$ cat src/rtl/cla_pkg.sv
// Shared definitions for the pipelined carry-lookahead adder/subtractor.
//   op_e         : operation encoding (OP_ADD / OP_SUB)
//   group_count  : number of lookahead groups for a given operand width
//   cfg_ok       : elaboration-time sanity check of WIDTH/GROUP/STAGES
package cla_pkg;

  typedef enum logic {
    OP_ADD = 1'b0,
    OP_SUB = 1'b1
  } op_e;

  function automatic int unsigned group_count(int unsigned width, int unsigned group);
    return width / group;
  endfunction

  function automatic bit cfg_ok(int unsigned width, int unsigned group, int unsigned stages);
    if (group == 0 || stages == 0) return 1'b0;
    if (width % group != 0) return 1'b0;
    return ((width / group) % stages) == 0;
  endfunction

endpackage

$ cat src/rtl/pipelined_cla_adder_if.sv
// Operand/result handshake bundle for pipelined_cla_adder.
//   master : producer of operands / consumer of results (testbench, upstream logic)
//   slave  : the adder itself
// Signals: in_valid/in_ready, in1, in2, cin, op on the input side;
//          out_valid/out_ready, sum, cout, ovf on the output side.
interface pipelined_cla_adder_if #(
  parameter int unsigned WIDTH = 32
) ();
  logic             in_valid;
  logic             in_ready;
  logic [WIDTH-1:0] in1;
  logic [WIDTH-1:0] in2;
  logic             cin;
  logic             op;
  logic             out_valid;
  logic             out_ready;
  logic [WIDTH-1:0] sum;
  logic             cout;
  logic             ovf;

  modport master (
    output in_valid, in1, in2, cin, op, out_ready,
    input  in_ready, out_valid, sum, cout, ovf
  );

  modport slave (
    input  in_valid, in1, in2, cin, op, out_ready,
    output in_ready, out_valid, sum, cout, ovf
  );
endinterface

$ cat src/rtl/cla_group.sv
// GROUP-bit combinational carry-lookahead block.
//   a, b   : group operand bits (b already conditioned for subtract)
//   c_in   : carry into the group
//   s      : group sum bits
//   p_grp  : group propagate (all bits propagate)
//   g_grp  : group generate (carry out independent of c_in)
//   c_out  : carry out of the group
module cla_group #(
  parameter int unsigned GROUP = 4
) (
  input  logic [GROUP-1:0] a,
  input  logic [GROUP-1:0] b,
  input  logic             c_in,
  output logic [GROUP-1:0] s,
  output logic             p_grp,
  output logic             g_grp,
  output logic             c_out
);
  logic [GROUP-1:0] p;
  logic [GROUP-1:0] g;
  logic [GROUP:0]   c;

  assign p = a ^ b;
  assign g = a & b;

  // Each carry is a flat sum of products over the lower bits:
  // c[i] = g[i-1] | p[i-1]g[i-2] | ... | p[i-1..0]c_in.
  always_comb begin
    logic term;
    logic prod;
    c     = '0;
    term  = 1'b0;
    prod  = 1'b0;
    c[0]  = c_in;
    for (int unsigned i = 1; i <= GROUP; i++) begin
      term = g[i-1];
      prod = p[i-1];
      for (int unsigned j = i - 1; j >= 1; j--) begin
        term = term | (prod & g[j-1]);
        prod = prod & p[j-1];
      end
      c[i] = term | (prod & c_in);
    end
    // The final product-term sum excludes c_in, which is exactly group G.
    g_grp = term;
  end

  assign p_grp = &p;
  assign s     = p ^ c[GROUP-1:0];
  assign c_out = c[GROUP];
endmodule

$ cat src/rtl/pipelined_cla_adder.sv
// Pipelined carry-lookahead adder/subtractor with valid/ready handshake.
//   clk, rst : clock (rising edge), synchronous active-high reset
//   bus      : pipelined_cla_adder_if slave port (operands in, result out)
// WIDTH-bit operands are split into GROUP-bit lookahead groups; STAGES
// register stages each resolve NGROUPS/STAGES groups. Latency is STAGES
// cycles, throughput one operation per cycle, backpressure is lossless.
module pipelined_cla_adder
  import cla_pkg::*;
#(
  parameter int unsigned WIDTH  = 32,
  parameter int unsigned GROUP  = 4,
  parameter int unsigned STAGES = 2
) (
  input  logic                  clk,
  input  logic                  rst,
  pipelined_cla_adder_if.slave  bus
);
  localparam int unsigned NGROUPS = group_count(WIDTH, GROUP);
  localparam int unsigned GPS     = NGROUPS / STAGES;
  localparam int unsigned LAST    = STAGES - 1;

  if (!cfg_ok(WIDTH, GROUP, STAGES)) begin : g_bad_cfg
    $error("pipelined_cla_adder: WIDTH must be a multiple of GROUP and WIDTH/GROUP of STAGES");
  end

  typedef logic [WIDTH-1:0] word_t;

  // Stage registers. Full operands are carried forward; bits already
  // resolved are never read again and trim away in synthesis.
  word_t a_q   [STAGES];
  word_t b_q   [STAGES];
  word_t sum_q [STAGES];
  logic  op_q    [STAGES];
  logic  c_q     [STAGES];
  logic  valid_q [STAGES];
  logic  ovf_q;

  // Inputs seen by each stage's combinational slice.
  word_t a_src   [STAGES];
  word_t b_src   [STAGES];
  word_t sum_src [STAGES];
  word_t sum_nx  [STAGES];
  logic  op_src    [STAGES];
  logic  c_src     [STAGES];
  logic  valid_src [STAGES];
  logic  c_nx      [STAGES];
  logic  rdy       [STAGES];
  logic  ovf_nx;

  logic [NGROUPS-1:0] gp;
  logic [NGROUPS-1:0] gg;
  logic [NGROUPS-1:0] gcin;
  logic [GROUP-1:0]   gs  [NGROUPS];
  logic               gco [NGROUPS];

  always_comb begin
    a_src[0]     = bus.in1;
    b_src[0]     = bus.in2;
    op_src[0]    = bus.op;
    // Subtract is a + ~b + 1: the +1 enters as the initial carry.
    c_src[0]     = (bus.op == OP_SUB) ? 1'b1 : bus.cin;
    sum_src[0]   = '0;
    valid_src[0] = bus.in_valid;
    for (int unsigned s = 1; s < STAGES; s++) begin
      a_src[s]     = a_q[s-1];
      b_src[s]     = b_q[s-1];
      op_src[s]    = op_q[s-1];
      c_src[s]     = c_q[s-1];
      sum_src[s]   = sum_q[s-1];
      valid_src[s] = valid_q[s-1];
    end
  end

  for (genvar gi = 0; gi < NGROUPS; gi++) begin : g_grp
    localparam int unsigned ST = gi / GPS;
    cla_group #(.GROUP(GROUP)) u_grp (
      .a     (a_src[ST][gi*GROUP +: GROUP]),
      .b     (b_src[ST][gi*GROUP +: GROUP] ^ {GROUP{op_src[ST]}}),
      .c_in  (gcin[gi]),
      .s     (gs[gi]),
      .p_grp (gp[gi]),
      .g_grp (gg[gi]),
      .c_out (gco[gi])
    );
  end

  // Second lookahead level: group carry-ins within a stage are flat
  // sum-of-products over that stage's group P/G and the stage carry-in.
  always_comb begin
    logic term;
    logic prod;
    gcin = '0;
    term = 1'b0;
    prod = 1'b0;
    for (int unsigned s = 0; s < STAGES; s++) begin
      gcin[s*GPS] = c_src[s];
      for (int unsigned k = 1; k < GPS; k++) begin
        term = gg[s*GPS+k-1];
        prod = gp[s*GPS+k-1];
        for (int unsigned j = k - 1; j >= 1; j--) begin
          term = term | (prod & gg[s*GPS+j-1]);
          prod = prod & gp[s*GPS+j-1];
        end
        gcin[s*GPS+k] = term | (prod & c_src[s]);
      end
    end
  end

  always_comb begin
    for (int unsigned s = 0; s < STAGES; s++) begin
      sum_nx[s] = sum_src[s];
      for (int unsigned k = 0; k < GPS; k++) begin
        sum_nx[s][(s*GPS+k)*GROUP +: GROUP] = gs[s*GPS+k];
      end
      c_nx[s] = gco[s*GPS+GPS-1];
    end
    ovf_nx = (a_src[LAST][WIDTH-1] == (b_src[LAST][WIDTH-1] ^ op_src[LAST])) &&
             (sum_nx[LAST][WIDTH-1] != a_src[LAST][WIDTH-1]);
  end

  // Ready chain walks from the output back to the input; each stage only
  // reads the ready of the stage after it, so there is no loop.
  always_comb begin
    logic r;
    r = bus.out_ready;
    for (int unsigned i = 0; i < STAGES; i++) begin
      rdy[LAST-i] = !valid_q[LAST-i] || r;
      r           = rdy[LAST-i];
    end
  end

  always_ff @(posedge clk) begin
    if (rst) begin
      for (int unsigned s = 0; s < STAGES; s++) begin
        valid_q[s] <= 1'b0;
        a_q[s]     <= '0;
        b_q[s]     <= '0;
        op_q[s]    <= 1'b0;
        c_q[s]     <= 1'b0;
        sum_q[s]   <= '0;
      end
      ovf_q <= 1'b0;
    end else begin
      for (int unsigned s = 0; s < STAGES; s++) begin
        if (rdy[s]) begin
          valid_q[s] <= valid_src[s];
          // Data only moves with a valid op, so a drained pipe keeps its
          // last result on the outputs.
          if (valid_src[s]) begin
            a_q[s]   <= a_src[s];
            b_q[s]   <= b_src[s];
            op_q[s]  <= op_src[s];
            c_q[s]   <= c_nx[s];
            sum_q[s] <= sum_nx[s];
          end
        end
      end
      if (rdy[LAST] && valid_src[LAST]) begin
        ovf_q <= ovf_nx;
      end
    end
  end

  assign bus.in_ready  = rdy[0];
  assign bus.out_valid = valid_q[LAST];
  assign bus.sum       = sum_q[LAST];
  assign bus.cout      = c_q[LAST];
  assign bus.ovf       = ovf_q;
endmodule

$ cat src/flat_wrapper.sv
// flat-port wrapper written by rule: the top's interface ports become plain ports
module pipelined_cla_adder_flat import cla_pkg::*;
#(
  parameter int unsigned WIDTH  = 32,
  parameter int unsigned GROUP  = 4,
  parameter int unsigned STAGES = 2
)
  (clk, rst, bus_in_valid, bus_in1, bus_in2, bus_cin, bus_op, bus_out_ready, bus_in_ready, bus_out_valid, bus_sum, bus_cout, bus_ovf);
  pipelined_cla_adder_if #(.WIDTH(WIDTH)) bus_i ();
  input  logic clk;
  input  logic rst;
  input wire logic [$bits(bus_i.in_valid)-1:0] bus_in_valid;
  input wire logic [$bits(bus_i.in1)-1:0] bus_in1;
  input wire logic [$bits(bus_i.in2)-1:0] bus_in2;
  input wire logic [$bits(bus_i.cin)-1:0] bus_cin;
  input wire logic [$bits(bus_i.op)-1:0] bus_op;
  input wire logic [$bits(bus_i.out_ready)-1:0] bus_out_ready;
  output wire logic [$bits(bus_i.in_ready)-1:0] bus_in_ready;
  output wire logic [$bits(bus_i.out_valid)-1:0] bus_out_valid;
  output wire logic [$bits(bus_i.sum)-1:0] bus_sum;
  output wire logic [$bits(bus_i.cout)-1:0] bus_cout;
  output wire logic [$bits(bus_i.ovf)-1:0] bus_ovf;
  assign bus_i.in_valid = bus_in_valid;
  assign bus_i.in1 = bus_in1;
  assign bus_i.in2 = bus_in2;
  assign bus_i.cin = bus_cin;
  assign bus_i.op = bus_op;
  assign bus_i.out_ready = bus_out_ready;
  assign bus_in_ready = bus_i.in_ready;
  assign bus_out_valid = bus_i.out_valid;
  assign bus_sum = bus_i.sum;
  assign bus_cout = bus_i.cout;
  assign bus_ovf = bus_i.ovf;
  pipelined_cla_adder #(.WIDTH(WIDTH), .GROUP(GROUP), .STAGES(STAGES)) u_core (.clk(clk), .rst(rst), .bus(bus_i));
endmodule
$ cat config.mk
export PLATFORM = sky130hd
export DESIGN_NAME = pipelined_cla_adder_flat
export DESIGN_NICKNAME = d
export VERILOG_FILES = /design/src/rtl/cla_pkg.sv /design/src/rtl/pipelined_cla_adder_if.sv /design/src/rtl/cla_group.sv /design/src/rtl/pipelined_cla_adder.sv /design/src/flat_wrapper.sv
export SDC_FILE = /design/constraint.sdc
export NUM_CORES = 1
export LEC_CHECK = 0
export CORE_MARGIN = 2
export CORE_UTILIZATION = 51
export CTS_BUF_LIST = sky130_fd_sc_hd__clkbuf_8 sky130_fd_sc_hd__clkbuf_16
export DETAILED_ROUTE_END_ITERATION = 7
export GPL_ROUTABILITY_DRIVEN = 0
export PLACE_DENSITY = 0.8
export SETUP_SLACK_MARGIN = 0.5
export SKIP_LAST_GASP = 1
export SYNTH_ARGS = -nofsm -noshare
export SYNTH_HDL_FRONTEND = slang
export SYNTH_SLANG_ARGS = --single-unit
$ cat constraint.sdc
create_clock -name clk -period 4.22 [get_ports clk]
set_input_delay 1.266 -clock clk [delete_from_list [all_inputs] [get_ports clk]]
set_output_delay 1.266 -clock clk [all_outputs]
set_load 0.03 [all_outputs]
==> flow_summary.yaml <==
run_status:
  outcome: "finished clean"
critical_path:
  crit_chain: "dlygate4sd2_1, buf_12, xor2_1, ha_1, o21ai_4, a21oi_2, o2111a_2, a31o_2, o21ai_0, and2_1, fa_1, xor2_1, nor2_1"
  end_kind: "flip-flop"
  crit_top_cell: "xor2_1"
  critPathKind: "primary input to flip-flop"
  arrival_ps: 3670
  worst_ep_required_time_ps: 4310
  r2r_cells: 10
  cp_max_fo: 9
  crit_slowest_cell: "fa_1"
  startpoint_type: "primary input"
  slowest_delay_ps: 370
timing:
  relSlewSlack_pct: 40.8
  hold_viol: 0
  period_needed_ps: 3580
  maxSlewViolCount: 0
  fin_tns_setup_ps: 0
  fin_ws_ps: 644
  max_freq_ghz: 0.280
  rsz0062_at_grt: "no"
  fin_worst_skew_ps: 14.8
  tightest_slew_ps: 888
  finalSetupViolCount: 0
  fin_crit_sh_pct: 84.7
floorplanning:
  die_area_um2: 10500
  rows: 35
  io_pins: 106
  die_h_um: 103
  die-width_um: 103
  start_util_pct: 53.2
  core_area_um2: 9330
clocking:
  tritoncts: "yes"
  cts_htree_levels: 3
  clock_sinks: 86
  cts-root-buf: "clkbuf_8"
  insertion_delay_ps: 350
  cts_made_buffers: 9
  cts_buffer_depth: 2
  cts_hold_buf: 0
  cts.clk_slew.worst_paths_ps: 80
yosys:
  synth_fp_nets: 535
  synth_xor_area_share_pct: 7.95
  synth_compound_area_share_pct: 9.69
  synth-simple-area-share_pct: 15.3
  synthMuxAreaShare_pct: 0.605
  ys_seq_area_share_pct: 51.9
  ys_warn_count: 0
  synthCells: 425
  ys_types: 46
  synth_top_family_by_area: "simple AND/OR/NAND/NOR gates"
  synth_fa_ha_area_share_pct: 11.3
  ys_ff_latch: 86
  syn-mean-instance-area_um2: 11.7
  synth_area_um2: 4960
worst_hold_path:
  hold_path_class: "flip-flop to flip-flop"
  hold_depth: 2
global_route:
  grt-ovfl-total: 0
  grt_pass1_wl_um: 16400
  first_global_vias: 3603
  grt_use_met3_pct: 3.25
  grtUsageMet2_pct: 36.5
  track_usage_pct: 20.3
  busiest_layer: "met2"
  antenna_found_initial: 0
  grt_max_degree: 55
  use_met1_pct: 24.0
layout:
  layout_common_cells: "clkdlybuf4s50_1, edfxtp_1, and3_1, xor2_1, ha_1"
  fin_cells: 670
  area_delta_synth_final_pct: 30.2
  final_nets: 646
  regArea_um2: 2570
  diodes: 0
  fillers: 696
  multi_input_area_um2: 2230
  layout_commonest_cell: "clkdlybuf4s50_1"
  final_design_area_no_fill_um2: 6460
  drive_above_1_share_pct: 8.32
  fin_util_pct: 69.2
detailed_routing:
  vias_per_cell: 5.35
  drt-total-wl_um: 10200
  drtPass1Iterations: 4
  first_iter_violations: 111
  wire_per_inst_um: 15.2
  vias: 3584
  drc_errors: 0
  route.antenna.remaining_nets: 0
placed_design:
  port_buffers: 105
  post_dp_cell_area_um2: 6200
  hpwl_um: 7310
  dp_slack_ps: 51.2
  dp.cells: 650
power_and_ir_drop:
  pwr_density_cell_nw_per_um2: 371
  peakVddDrop_mv: 0.188
  p_leak_nw: 2.79
run:
  max_cap_violations: 0
[state kept, by name, indices dropped and copies added, names as in the netlist]
| register | flops |
|---|---|
| u_core.a_q | 16 |
| u_core.sum_q | 48 |
| u_core.c_q | 2 |
| u_core.bus.ovf | 1 |
| u_core.valid_q | 2 |
| u_core.b_q | 16 |
| u_core.op_q | 1 |
[logic make-up (layout without fill, tap and decap cells)]
logic type,count (synthesis),count (layout)
and+or+nand+nor,140,140
DFF,86,86
xor gates and xnor gates,45,45
adders and majority gates,40,40
muxes,3,3
buffers and inverters,42,158
AOI/OAI and AO/OA,69,69
[metal layers]
layer	wire (µm)	share of wire, %	up-vias
li1	-	-	1765
met5	0	0	-
met4	246	2.4	0
met2	5310	52	105
met1	4180	41	1692
met3	441	4.3	22
[synthesized netlist by cell type, drive strengths merged]
cell type / number / area share [%]
a311o: 1 / 0.20
o21ai: 14 / 1.7
o2111a: 1 / 0.25
nor3: 8 / 0.81
o221ai: 2 / 0.35
edfxtp: 85 / 51
clkbuf: 16 / 1.2
a2111o: 1 / 0.23
inv: 23 / 1.7
nand2b: 7 / 0.88
a21oi: 21 / 2.2
or3: 2 / 0.25
nor4b: 1 / 0.30
ha: 32 / 8.1
a311oi: 1 / 0.18
xor2: 42 / 7.4
a221oi: 2 / 0.48
mux2i: 3 / 0.61
nor4: 1 / 0.13
a211oi: 2 / 0.30
nor2: 32 / 2.4
o2111ai: 2 / 0.35
a31o: 1 / 0.18
nand2: 14 / 1.1
or2: 2 / 0.25
nand3: 6 / 0.61
a21o: 7 / 1.1
and3: 54 / 6.8
and2: 5 / 0.63
o21ba: 2 / 0.40
o21bai: 1 / 0.15
o211ai: 2 / 0.30
dfxtp: 1 / 0.40
buf: 3 / 0.38
fa: 8 / 3.2
nor2b: 4 / 0.50
a211o: 2 / 0.35
xnor2: 3 / 0.53
nor3b: 4 / 0.61
o21a: 4 / 0.61
a31oi: 3 / 0.38
[path summary, 6_finish.rpt]
check | from | endpoint | slack (ps)
max reg2reg | u_core.op_q[0] | u_core.sum_q[0][61] | 820
max | bus_op | u_core.sum_q[0][13] | 640
min | u_core.bus.ovf | u_core.bus.ovf | 520
min reg2reg | u_core.bus.ovf | u_core.bus.ovf | 520
[where the power goes]
part / total [mW] / switching [mW] / internal, mW / leakage, nW
Combinational: 0.697 / 0.376 / 0.321 / 1.75
Sequential: 1.07 / 0.0302 / 1.04 / 0.929
Clock: 0.621 / 0.291 / 0.330 / 0.110
Total: 2.39 / 0.697 / 1.70 / 2.79
[stage by stage]
| stage | hold WS (ps) | total power [mW] |
|---|---|---|
| finish | 518 | 2.39 |
| global route | 570 | 2.52 |
| CTS | 522 | 2.40 |
| detailed placement | 512 | 1.78 |
| global placement | 491 | 1.76 |
| floorplan | 520 | 1.54 |
[critical path: cells and delay by family]
family                   cells  cell delay, ps
AO/OA/AOI/OAI                5             740
XOR/XNOR                     2             300
buffers and inverters        2             410
AND/OR/NAND/NOR              2             230
adder cells (fa/ha/maj)      2             700
[repair_timing]
item                       CTS  global route
hold endpoints to repair     0             0
buffers inserted             4             0
gates resized for setup      1             1
pin swaps                    4             0
setup endpoints to repair    3             1
[layout make-up]
class | instances | area share [%]
Clock inverter | 7 | 1.40
Inverter | 23 | 1.34
Multi-Input combinational cell | 297 | 34.6
Tap cell | 129 | 2.50
Clock buffer | 9 | 1.92
Sequential cell | 86 | 39.8
Timing Repair Buffer | 119 | 18.4
Note: power is estimated with default switching activity, not from simulation.
